$ cat config.mk
export PLATFORM = sky130hd
export DESIGN_NAME = board_state_writer
export DESIGN_NICKNAME = d
export VERILOG_FILES = /design/src/rtl/board_state_writer.sv
export SDC_FILE = /design/constraint.sdc
export NUM_CORES = 1
export LEC_CHECK = 0
export ABC_CLOCK_PERIOD_IN_PS = 4700
export CAP_MARGIN = 20
export CORE_ASPECT_RATIO = 1.1
export CORE_MARGIN = 2
export CORE_UTILIZATION = 50
export DETAILED_ROUTE_END_ITERATION = 8
export GPL_TIMING_DRIVEN = 1
export HOLD_SLACK_MARGIN = 0.05
export PLACE_DENSITY = 0.71
export SYNTH_ARGS = -nofsm -noshare
export SYNTH_HDL_FRONTEND = slang
export SYNTH_SLANG_ARGS = --single-unit
$ cat constraint.sdc
create_clock -name clk -period 4.7 [get_ports clk]
set_clock_uncertainty 0.15 [all_clocks]
set_input_delay 0.47 -clock clk [delete_from_list [all_inputs] [get_ports clk]]
set_output_delay 0.47 -clock clk [all_outputs]
set_load 0.01 [all_outputs]
$ cat src/rtl/board_state_writer.sv
// rtl/board_state_writer.sv - game board scrambler and move applier feeding the win checker
//
// Scrambles a fresh board from a 16-bit LFSR, then applies cursor moves and
// three-cell flips from button edges. Freezes once the checker reports a win.
//
// Ports:
//   clk, reset        rising-edge clock, synchronous active-high reset
//   BtnLeft/BtnRight  rising edge moves the cursor down/up by one (wraps)
//   BtnFlip           rising edge toggles cells cursor-1, cursor, cursor+1
//   NewGame           rising edge in PLAY/WON starts a new scramble
//   Win               checker Buzz, one cycle behind ScreenValues
//   ScreenValues      board register
//   Cursor            current cursor cell
//   Busy              scrambling or settling
//   Won               board frozen on a win
//   MoveCount         flips this game, saturating
module board_state_writer #(
    parameter int          NumberOfBits  = 31,
    parameter int          CursorBits    = 5,
    parameter int          ScrambleSteps = 24,
    parameter logic [15:0] Seed          = 16'hACE1
) (
    input  logic                    clk,
    input  logic                    reset,
    input  logic                    BtnLeft,
    input  logic                    BtnRight,
    input  logic                    BtnFlip,
    input  logic                    NewGame,
    input  logic                    Win,
    output logic [NumberOfBits:0]   ScreenValues,
    output logic [CursorBits-1:0]   Cursor,
    output logic                    Busy,
    output logic                    Won,
    output logic [15:0]             MoveCount
);

    localparam int                    W            = NumberOfBits + 1;
    localparam logic [15:0]           SEED_EFF     = (Seed == 16'h0000) ? 16'h0001 : Seed;
    localparam logic [15:0]           STEPS_TARGET = 16'(ScrambleSteps);
    localparam logic [CursorBits-1:0] CUR_ONE      = {{(CursorBits-1){1'b0}}, 1'b1};

    typedef enum logic [1:0] {
        S_SCRAMBLE = 2'd0,
        S_SETTLE   = 2'd1,
        S_PLAY     = 2'd2,
        S_WON      = 2'd3
    } state_t;

    state_t                state_q, state_d;
    logic [W-1:0]          board_q, board_d;
    logic [CursorBits-1:0] cursor_q, cursor_d;
    logic [15:0]           moves_q, moves_d;
    logic [15:0]           lfsr_q, lfsr_d;
    logic [15:0]           steps_q, steps_d;
    // {NewGame, BtnFlip, BtnRight, BtnLeft}
    logic [3:0]            prev_q;
    logic [3:0]            btn_now;
    logic [3:0]            btn_edge;

    // Cursor width equals log2 of the board width, so plain modular
    // arithmetic on the index gives the wrap-around neighbours.
    function automatic logic [W-1:0] flip_mask(input logic [CursorBits-1:0] p);
        logic [W-1:0]          m;
        logic [CursorBits-1:0] lo;
        logic [CursorBits-1:0] hi;
        lo    = p - CUR_ONE;
        hi    = p + CUR_ONE;
        m     = '0;
        m[p]  = 1'b1;
        m[lo] = 1'b1;
        m[hi] = 1'b1;
        return m;
    endfunction

    function automatic logic is_win_pattern(input logic [W-1:0] b);
        return (b == '0) || (b == '1) ||
               (b == {(W/2){2'b01}}) || (b == {(W/2){2'b10}});
    endfunction

    // Fibonacci taps for x^16+x^14+x^13+x^11+1, shifting right.
    function automatic logic [15:0] lfsr_next(input logic [15:0] l);
        return {l[0] ^ l[2] ^ l[3] ^ l[5], l[15:1]};
    endfunction

    assign btn_now  = {NewGame, BtnFlip, BtnRight, BtnLeft};
    assign btn_edge = btn_now & ~prev_q;

    always_comb begin
        state_d  = state_q;
        board_d  = board_q;
        cursor_d = cursor_q;
        moves_d  = moves_q;
        lfsr_d   = lfsr_q;
        steps_d  = steps_q;
        case (state_q)
            S_SCRAMBLE: begin
                board_d = board_q ^ flip_mask(lfsr_q[CursorBits-1:0]);
                lfsr_d  = lfsr_next(lfsr_q);
                steps_d = (steps_q == 16'hFFFF) ? steps_q : steps_q + 16'd1;
                // A board that already shows a win would buzz immediately,
                // so keep stepping until it does not.
                if ((steps_d >= STEPS_TARGET) && !is_win_pattern(board_d)) begin
                    state_d = S_SETTLE;
                end
            end
            S_SETTLE: begin
                state_d = S_PLAY;
            end
            S_PLAY: begin
                if (btn_edge[3]) begin
                    state_d = S_SCRAMBLE;
                    board_d = '0;
                    moves_d = '0;
                    steps_d = '0;
                end else begin
                    if (btn_edge[2]) begin
                        board_d = board_q ^ flip_mask(cursor_q);
                        moves_d = (moves_q == 16'hFFFF) ? moves_q : moves_q + 16'd1;
                    end
                    if (btn_edge[0] && !btn_edge[1]) begin
                        cursor_d = cursor_q - CUR_ONE;
                    end else if (btn_edge[1] && !btn_edge[0]) begin
                        cursor_d = cursor_q + CUR_ONE;
                    end
                    if (Win) begin
                        state_d = S_WON;
                    end
                end
            end
            S_WON: begin
                if (btn_edge[3]) begin
                    state_d = S_SCRAMBLE;
                    board_d = '0;
                    moves_d = '0;
                    steps_d = '0;
                end
            end
            default: begin
                state_d = S_SCRAMBLE;
            end
        endcase
    end

    always_ff @(posedge clk) begin
        if (reset) begin
            state_q  <= S_SCRAMBLE;
            board_q  <= '0;
            cursor_q <= '0;
            moves_q  <= '0;
            lfsr_q   <= SEED_EFF;
            steps_q  <= '0;
            // Held buttons must not register as a press after reset.
            prev_q   <= '1;
        end else begin
            state_q  <= state_d;
            board_q  <= board_d;
            cursor_q <= cursor_d;
            moves_q  <= moves_d;
            lfsr_q   <= lfsr_d;
            steps_q  <= steps_d;
            prev_q   <= btn_now;
        end
    end

    assign ScreenValues = board_q;
    assign Cursor       = cursor_q;
    assign MoveCount    = moves_q;
    assign Busy         = (state_q == S_SCRAMBLE) || (state_q == S_SETTLE);
    assign Won          = (state_q == S_WON);

endmodule

# --- Yosys cells after proc, flatten, opt, wreduce, memory -nomap -nowiden ---
# Index checks and enable logic that the tools add are counted.
op_classes:
  addsub: 6
  n_mul: 0
  div: 0
  magnitude_cmp: 13
  eq_ne: 14
  shifts: 0
  muxes: 30
  n_bitwise: 12
  n_reduce_logical: 28
ops:
  columns: ["cell", "count"]
  rows:
  - ["32-bit bitwise OR", 4]
  - ["32-bit 2-to-1 mux", 3]
  - ["32-bit case mux with 3 select lines", 1]
  - ["16-bit 2-to-1 mux", 5]
  - ["32-bit == test, second input constant", 2]
  - ["16-bit case mux with 2 select lines", 2]
  - ["32-bit bitwise XOR", 2]
  - ["5-bit by 6-bit less-than comparator with 1-bit output, second input constant", 6]
  - ["16-bit by 1-bit adder with 16-bit output, second input constant", 2]
  - ["16-bit == test, second input constant", 2]
  - ["32-bit by 31-bit == test with 1-bit output, second input constant", 1]
  - ["32-bit zero test", 1]
  - ["1-bit demux with 5-bit select", 6]
  - ["5-bit by 1-bit greater-or-equal comparator with 1-bit output, second input constant", 6]
  - ["16-bit by 5-bit greater-or-equal comparator with 1-bit output, second input constant", 1]
  - ["5-bit by 1-bit adder with 5-bit output, second input constant", 2]
  - ["5-bit 2-to-1 mux", 2]
  - ["5-bit by 1-bit subtractor with 5-bit output, second input constant", 2]
  - ["1-bit logical AND", 9]
  - ["3-bit != test, second input constant", 3]
  - ["3-bit AND reduction", 3]
  - ["2-bit 2-to-1 mux", 4]
  - ["2-bit case mux with 4 select lines", 1]
  - ["1-bit 2-to-1 mux", 6]
  - ["16 further kinds", 27]
totals:
  ff_bits: 91
  latch_bits: 0
  mem_bits_rw: 0
  mem_bits_ro: 0
  input_bits: 7
  output_inout_bits: 55
  elab_cells: 110
  memories: 0

# --- Longest topological paths before layout ---
# Gate-level depths: netlist (run 1).
depth:
  ltp_word: 16
  mapped_depth: 10
  mapped_depth_nobuf: 9

# --- Worst setup path before layout (run 1) ---
# Ideal clock, no wire load.
synth_timing:
  path_kind: "reg2reg"
  startpoint: "register lfsr_q[1]"
  endpoint: "register state_q[0]"
  setup_time_ns: 0.129
  t_arrival_ns: 2.248
  required_ns: 4.421
  path_slack_ns: 2.172
  path_stages_with_launch: 9
  n_path_buf: 1
  period_less_slack_ns: 2.528
  cell_sequence: "dfxtp_1 buf_2 or4b_2 a21oi_1 xnor2_1 nand4_1 or4_1 a2bb2oi_1 o32ai_1"
synth_between:
  elab_chain_len: 16
  word_cells_on_any_way: 31
  cone_classes: "add/sub: 2; order compare: 6; eq/ne: 4; mux: 6; bitwise: 3; reduce/logical: 10"
synth_lines:
  columns: ["element", "line_no", "source"]
  rows:
  - ["start: declaration", "53", "logic [15:0] lfsr_q, lfsr_d;"]
  - ["start signal: assignment", "159", "lfsr_q <= lfsr_d;"]
  - ["5-bit by 1-bit subtractor with 5-bit output", "66", "lo = p - CUR_ONE;"]
  - ["5-bit by 6-bit less-than comparator with 1-bit output (not written as such) or 5-bit by 1-bit greater-or-equal comparator with 1-bit output (tied branches)", "70", "m[lo] = 1'b1;"]
  - ["1-bit logical AND (not written as such)", "70", null]
  - ["1-bit 2-to-1 mux (not written as such)", "70", null]
  - ["1-bit demux with 5-bit select", "70", null]
  - ["32-bit bitwise OR (no line)", null, null]
  - ["32-bit bitwise OR (no line) *", null, null]
  - ["32-bit bitwise XOR *", "97", "board_d = board_q ^ flip_mask(lfsr_q[CursorBits-1:0]);"]
  - ["32-bit == test or 32-bit zero test (tied branches)", "76", "return (b == '0) || (b == '1) ||"]
  - ["1-bit logical OR (2 in series)", "76", null]
  - ["1-bit logical OR *", "77", "(b == {(W/2){2'b01}}) || (b == {(W/2){2'b10}});"]
  - ["1-bit zero test *", "102", "if ((steps_d >= STEPS_TARGET) && !is_win_pattern(board_d)) begin"]
  - ["1-bit logical AND *", "102", null]
  - ["2-bit != test (no line) *", null, null]
  - ["3-bit AND reduction (no line) *", null, null]
  - ["end signal: assignment", "155", "state_q <= state_d;"]
  - ["end: declaration", "49", "state_t state_q, state_d;"]
# Mark *: on every way between the ends. The rest lies on a longest branch, timed or not.
# A chain may end at the register's enable or synchronous reset.

# --- Worst setup path in the final report (run 1) ---
# Same ends and word-level chain as after synthesis.

==> results of run 1 <==
flip-flops by register name (all words and copies together), names as in the netlist:
register      flops
Cursor            5
ScreenValues     32
prev_q            4
state_q           2
lfsr_q           16
steps_q          16
MoveCount        16
power by group:
part	internal, mW	total (mW)	switching (mW)	leakage, nW
logic	0.114	0.241	0.127	1.86
clock network	0.379	0.747	0.367	0.150
registers	0.799	0.846	0.0468	0.742
total	1.29	1.83	0.541	2.75
path summary, 6_finish.rpt:
kind | start | depth (start not counted) | end
worst min register to register | lfsr_q[10] | 2 | lfsr_q[9]
worst min-delay path | lfsr_q[10] | 2 | lfsr_q[9]
worst max register to register | lfsr_q[1] | 7 | state_q[0]
worst max-delay path | lfsr_q[1] | 7 | state_q[0]
Yosys cell counts, types with 14 or more instances:
| cell | n |
|---|---|
| a21o_1 | 21 |
| a21oi_1 | 54 |
| a221oi_1 | 24 |
| a22oi_1 | 27 |
| and2_1 | 23 |
| and3_1 | 18 |
| buf_2 | 14 |
| clkbuf_1 | 58 |
| dfxtp_1 | 91 |
| nand2_1 | 75 |
| nand3_1 | 26 |
| nand4_1 | 18 |
| nor2_1 | 110 |
| nor2b_1 | 18 |
| nor3_1 | 20 |
| o21ai_0 | 41 |
| o32ai_1 | 22 |
| xnor2_1 | 27 |
| xor2_1 | 27 |
layout make-up:
cell class	instances	area (um2)
fill	1337	5860
multi-input combinational	738	4680
sequential	91	1820
timing repair buffer	72	688
tap	188	235
clock buffer	9	225
clock inverter	7	81.3
inverter	10	37.5
worst register-to-register path: stages, from the launching register on:
cell and delay, ns:
dfxtp_1 0.91, nor2_1 0.37, a31oi_1 0.38, xor2_1 0.28, nand4_1 0.12, or4_1 0.54, a2bb2oi_1 0.25, o32ai_1 0.12
layer usage:
| metal | global-route usage [%] | part of all wire [%] | up-vias |
|---|---|---|---|
| li1 | - | - | 3425 |
| met1 | 40.2 | 46 | 3316 |
| met2 | 41.6 | 46 | 235 |
| met3 | 4.41 | 6.0 | 37 |
| met4 | 8.12 | 2.2 | 0 |
| met5 | 0 | 0 | - |
cells by family (layout without fill, tap and decap cells):
| logic type | after synthesis | after routing | synth area share (%) |
|---|---|---|---|
| AOI/OAI and AO/OA | 275 | 275 | 28.2 |
| muxes | 3 | 3 | 0.453 |
| xor gates and xnor gates | 54 | 54 | 6.86 |
| DFF | 91 | 91 | 26.4 |
| and+or+nand+nor | 395 | 395 | 30.2 |
| adders and majority gates | 11 | 11 | 2.00 |
| buffers and inverters | 97 | 98 | 5.90 |
cells in the final DEF (no fill, tap or decap), types with 4 or more instances in the layout:
master | netlist | routed
clkdlybuf4s50_1 | 0 | 60
buf_4 | 2 | 11
dfxtp_1 | 91 | 91
a31oi_1 | 10 | 10
nand4_1 | 18 | 18
a221o_1 | 6 | 6
nand2b_1 | 9 | 9
or4_1 | 4 | 4
nor3b_1 | 6 | 6
nor3_1 | 20 | 19
o31ai_1 | 4 | 4
a22oi_1 | 27 | 27
nor2b_1 | 18 | 18
a2bb2oi_1 | 4 | 4
xor2_1 | 27 | 27
a311oi_1 | 5 | 5
and2_1 | 23 | 23
o2bb2ai_1 | 4 | 4
a211oi_1 | 11 | 11
nor2_1 | 110 | 108
and3_1 | 18 | 18
nor4_1 | 7 | 7
nand3b_1 | 10 | 10
o32ai_1 | 22 | 22
or2_2 | 8 | 8
clkbuf_16 | 0 | 9
a21o_1 | 21 | 21
nand3_1 | 26 | 26
a221oi_1 | 24 | 24
o21ai_0 | 41 | 41
a21oi_1 | 54 | 54
o211ai_1 | 8 | 8
nand2_1 | 75 | 75
ha_1 | 11 | 11
or3_1 | 11 | 11
nand4b_1 | 9 | 9
xnor2_1 | 27 | 27
inv_1 | 10 | 10
==> out/results.tsv, run 1 <==
stage	metric	value	unit
cts	clk_latency	0.36	ns
worst_setup_path	worst_path_max_delay_cell	dfxtp_1	
logic_synthesis	postSynthAreaPerCell	7.45	um2
global_route	antenna_found_initial	0	
place	gp_congestion	0.944	
sta	fin_crit_sh	69.0	%
logic_synthesis	synthDistinctLibCells	77	
logic_synthesis	yosysSeqAreaShare	26.4	%
sta	layout_setup_ws	1.46	ns
global_route	grt_pass1_wl	32600	um
cts	cts-root-buf	clkbuf_16	
route	viasPerCell	6.29	
worst_setup_path	critPathKind	reg2reg	
sta	tns	0	ns
worst_setup_path	path_buf_inv	0	
worst_setup_path	cp_max_fo	29	
global_route	grt_max_degree	45	
die	die-area	0.0148	mm2
finish	syn_to_final_growth	12.6	%
sta	rsz0062_at_grt	no	
worst_setup_path	crit_required	4.77	ns
logic_synthesis	synth_ff_type	dfxtp_1	
route	dr.pass1.iters	5	
worst_setup_path	arrival	3.32	ns
cts	cts_buffer_depth	2	
sta	setup_viol	0	
finish	layout-drive-gt1-share	6.04	%
worst_setup_path	worstPathCellList	nor2_1 -> a31oi_1 -> xor2_1 -> nand4_1 -> or4_1 -> a2bb2oi_1 -> o32ai_1	
finish	final_area	0.00777	mm2
global_route	track_usage	27.5	%
cts	ctsHoldBuffers	0	
cts	clk_pin_slew	0.08	ns
worst_setup_path	startpoint_type	register	
die	rows	45	
route	drt-total-wl	20100	um
route	num_vias	7013	
die	core	0.0136	mm2
pwr	power.leakage	2.75	nW
worst_setup_path	r2r_setup_slack	1.46	ns
pwr	power.density	236	mW/mm2
logic_synthesis	synth-edff-count	0	
logic_synthesis	ys_ff_latch	91	
finish	stdcell_count	1115	
worst_setup_path	crit_path_end_kind	register	
route	drcViolationCount	0	
sta	fmax	308	MHz
finish	num_antenna_cells	0	
place	io_buffers	61	
cts	htreeDepth	3	
route	wl_per_cell	18.0	um
cts	cts_buffers	9	
place	place_ws	1.56	ns
sta	min_period	3.24	ns
worst_setup_path	cp_top_family	simple AND/OR/NAND/NOR gates	
cts	tritoncts	done	
sta	tightest_slew	0.898	ns
global_route	grt_pass1_vias	6177	
die	die_w	116	um
place	place_area	0.00746	mm2
global_route	grt.overflow.total	0	
place	dp_hpwl	13900	um
pwr	ir_drop	139	uV
logic_synthesis	netlist_instances	926	
logic_synthesis	async_flop_share	0	%
logic_synthesis	yosys.area.top_type	dfxtp_1	
hold_path	hp-class	reg2reg	
cts	cts.repair.resized	0	
die	initial_core_util	50.6	%
cts	cts_setup_buffers	0	
logic_synthesis	synth_top_area_share	26.4	%
sta	timing.hold.ws	0.307	ns
finish	utilization	57.0	%
place	placedCellCount	1099	
pwr	power	1.83	mW
logic_synthesis	synthTopCellsByArea	dfxtp_1 (26%), nor2_1 (6.0%), nand2_1 (4.1%), a21oi_1 (3.9%), xnor2_1 (3.4%)	
sta	slew_violations	0	
logic_synthesis	mappedNetlistArea	0.00690	mm2
die	die_h	127	um
run_status	status	finished clean	
sta	relSlewSlack	40.1	%
route	drt_iter0_markers	689	
worst_setup_path	critical_path.max_stage_delay	0.91	ns
cts	cts_sinks	91	
logic_synthesis	synth_fp_nets	944	
sta	finalHoldViolations	0	
die	io-pin-count	62	
flow_run	cap_violations	0	
route	ant_nets	0	
finish	nets	940	
logic_synthesis	yosysWarningCount	0	
(Power assumes the default switching activity.)
==> run 2: changes to the inputs <==
--- a/config.mk
+++ b/config.mk
@@ -5,7 +5,7 @@
 export SDC_FILE = /design/constraint.sdc
 export NUM_CORES = 1
 export LEC_CHECK = 0
-export ABC_CLOCK_PERIOD_IN_PS = 4700
+export ABC_CLOCK_PERIOD_IN_PS = 2810
 export CAP_MARGIN = 20
 export CORE_ASPECT_RATIO = 1.1
 export CORE_MARGIN = 2
@@ -13,7 +13,7 @@
 export DETAILED_ROUTE_END_ITERATION = 8
 export GPL_TIMING_DRIVEN = 1
 export HOLD_SLACK_MARGIN = 0.05
-export PLACE_DENSITY = 0.71
+export PLACE_DENSITY = 0.74
 export SYNTH_ARGS = -nofsm -noshare
 export SYNTH_HDL_FRONTEND = slang
 export SYNTH_SLANG_ARGS = --single-unit
==> constraint.sdc (replaced) <==
create_clock -name clk -period 2.81 [get_ports clk]
set_clock_uncertainty 0.15 [all_clocks]
set_input_delay 0.281 -clock clk [delete_from_list [all_inputs] [get_ports clk]]
set_output_delay 0.281 -clock clk [all_outputs]
set_load 0.01 [all_outputs]
==> run 2 against run 1 <==
Net effect: critical path depth unchanged; die area stayed put; utilization increased by 3.6 points; first-iteration DRC count grew 4.6%; sequential power grew 67%; flip-flop and latch count did not move; clock-buffer cell count unchanged; largest power group unchanged; critical path type unchanged; wire length up 3.9%; power up 71%.
==> out/results.tsv, run 2 (synthesis results as in run 1) <==
stage	metric	value	unit	change
sta	setup_viol	0		unchanged
cts	cts_sinks	91		unchanged
worst_setup_path	cp_max_fo	8		was 29
finish	nets	994		was 940
global_route	grt_pass1_wl	33700	um	was 32600 um
route	drt_iter0_markers	721		was 689
sta	timing.hold.ws	0.160	ns	was 0.307 ns
worst_setup_path	crit_path_end_kind	register		unchanged
global_route	track_usage	28.6	%	was 27.5%
pwr	ir_drop	323	uV	was 139 uV
route	dr.pass1.iters	5		unchanged
cts	cts_buffers	9		unchanged
global_route	grt_max_degree	59		was 45
route	num_vias	7271		was 7013
die	die_h	127	um	unchanged
place	gp_congestion	0.968		was 0.944
route	drt-total-wl	20900	um	was 20100 um
finish	final_area	0.00826	mm2	was 0.00777 mm2
cts	cts.repair.resized	0		unchanged
finish	fillers	1254		was 1337
run_status	status	finished clean		unchanged
sta	relSlewSlack	56.7	%	was 40.1%
hold_path	holdPathStages	2		unchanged
die	die-area	0.0148	mm2	unchanged
sta	finalHoldViolations	0		unchanged
cts	clk_pin_slew	0.07	ns	was 0.08 ns
route	viasPerCell	6.22		was 6.29
sta	fmax	375	MHz	was 308 MHz
cts	tritoncts	done		unchanged
worst_setup_path	timing.rr.end	state_q[0]		unchanged
die	initial_core_util	50.6	%	unchanged
hold_path	holdCritStartpoint	reset		was lfsr_q[10]
finish	final_common_cell	nor2_1		unchanged
worst_setup_path	cp_top_family	simple AND/OR/NAND/NOR gates		unchanged
sta	tns	0	ns	unchanged
die	die_w	116	um	unchanged
route	ant_nets	0		unchanged
pwr	power.density	380	mW/mm2	was 236 mW/mm2
hold_path	hp-class	in2reg		was reg2reg
finish	layout-drive-gt1-share	12.0	%	was 6.04%
cts	clk_latency	0.37	ns	was 0.36 ns
sta	tightest_slew	0.649	ns	was 0.898 ns
cts	cts-root-buf	clkbuf_16		unchanged
finish	layout_common_cells	nor2_1 (108), dfxtp_1 (90), nand2_1 (75), buf_4 (61), clkdlybuf4s50_1 (60)		was nor2_1 (108), dfxtp_1 (91), nand2_1 (75), clkdlybuf4s50_1 (60), a21oi_1 (54)
global_route	grt.overflow.total	0		unchanged
route	drcViolationCount	0		unchanged
sta	rsz0062_at_grt	no		unchanged
worst_setup_path	rr_startpoint	lfsr_q[1]		unchanged
sta	min_period	2.67	ns	was 3.24 ns
place	dp_hpwl	15100	um	was 13900 um
die	io-pin-count	62		unchanged
worst_setup_path	crit_required	2.88	ns	was 4.77 ns
hold_path	whs_endpoint	steps_q[6]		was lfsr_q[9]
cts	ctsHoldBuffers	0		unchanged
worst_setup_path	worst_path_max_delay_cell	or4b_2		was dfxtp_1
global_route	antenna_found_initial	0		unchanged
finish	num_antenna_cells	0		unchanged
worst_setup_path	critPathKind	reg2reg		unchanged
worst_setup_path	startpoint_type	register		unchanged
die	rows	45		unchanged
finish	largest_reg_flops	32		unchanged
worst_setup_path	reg2regPathDepth	7		unchanged
global_route	grt_pass1_vias	6495		was 6177
place	place_area	0.00792	mm2	was 0.00746 mm2
worst_setup_path	critical_path.max_stage_delay	0.69	ns	was 0.91 ns
cts	cts_setup_buffers	0		unchanged
place	io_buffers	61		unchanged
cts	htreeDepth	3		unchanged
die	core	0.0136	mm2	unchanged
flow_run	cap_violations	0		unchanged
finish	syn_to_final_growth	19.7	%	was 12.6%
route	wl_per_cell	17.9	um	was 18.0 um
sta	fin_crit_sh	95.0	%	was 69.0%
worst_setup_path	path_buf_inv	0		unchanged
sta	slew_violations	0		unchanged
finish	utilization	60.6	%	was 57.0%
worst_setup_path	r2r_setup_slack	0.14	ns	was 1.46 ns
pwr	power.leakage	3.04	nW	was 2.75 nW
worst_setup_path	worstPathCellList	or4b_2 -> a21oi_2 -> xnor2_1 -> nand4_1 -> or4_1 -> a2bb2oi_2 -> o32ai_1		was nor2_1 -> a31oi_1 -> xor2_1 -> nand4_1 -> or4_1 -> a2bb2oi_1 -> o32ai_1
worst_setup_path	arrival	2.74	ns	was 3.32 ns
cts	cts_buffer_depth	2		unchanged
run 2: routing by layer:
layer  vias up  GRT usage, %  wire length, um  part of all wire [%]
met4         0          9.38              459                   2.2
met1      3437          39.8             9280                    44
met2       271          44.3             9640                    46
met5         -             0                0                     0
li1       3534             -                -                     -
met3        29          5.69             1520                   7.3
run 2: worst register-to-register path: stages (launching register included):
cell       delay (ns)
dfxtp_1          0.38
or4b_2           0.69
a21oi_2          0.19
xnor2_1          0.18
nand4_1          0.12
or4_1            0.53
a2bb2oi_2        0.18
o32ai_1          0.10
run 2: area by class of cell:
cell class / instances / area (um2) / area share (%)
Tap cell: 188 / 235 / 2.85
Multi-Input combinational cell: 738 / 4710 / 57.1
Clock inverter: 7 / 81.3 / 0.985
Sequential cell: 91 / 1820 / 22.1
Timing Repair Buffer: 126 / 1140 / 13.8
Clock buffer: 9 / 225 / 2.73
Inverter: 10 / 37.5 / 0.455
run 2: power by group:
part / switching, mW / internal (mW)
logic: 0.238 / 0.227
clock network: 0.627 / 0.636
registers: 0.0689 / 1.34
total: 0.934 / 2.20
run 2: worst max path at each step:
| stage | cells past startpoint | to | from | slack (ns) |
|---|---|---|---|---|
| 3_5_place_dp | 7 | state_q[0] | lfsr_q[1] | 0.09 |
| 4_1_cts | 7 | state_q[0] | lfsr_q[1] | 0.06 |
| 2_1_floorplan | 8 | state_q[0] | lfsr_q[1] | 0.28 |
| 5_1_grt | 7 | state_q[0] | lfsr_q[1] | 0.005 |
| 3_3_place_gp | 7 | state_q[0] | lfsr_q[1] | 0.15 |
| 6_report | 7 | state_q[0] | lfsr_q[1] | 0.14 |
run 2: stage by stage:
stage | setup slack [ns] | std cells | total power, mW
detailed placement | 0.0873 | 1153 | 1.89
floorplan | 0.282 | 926 | 1.71
finish | 0.140 | 1169 | 3.14
global route | 0.00526 | 1169 | 3.25
CTS | 0.0621 | 1169 | 3.14
global placement | 0.146 | 1153 | 1.88
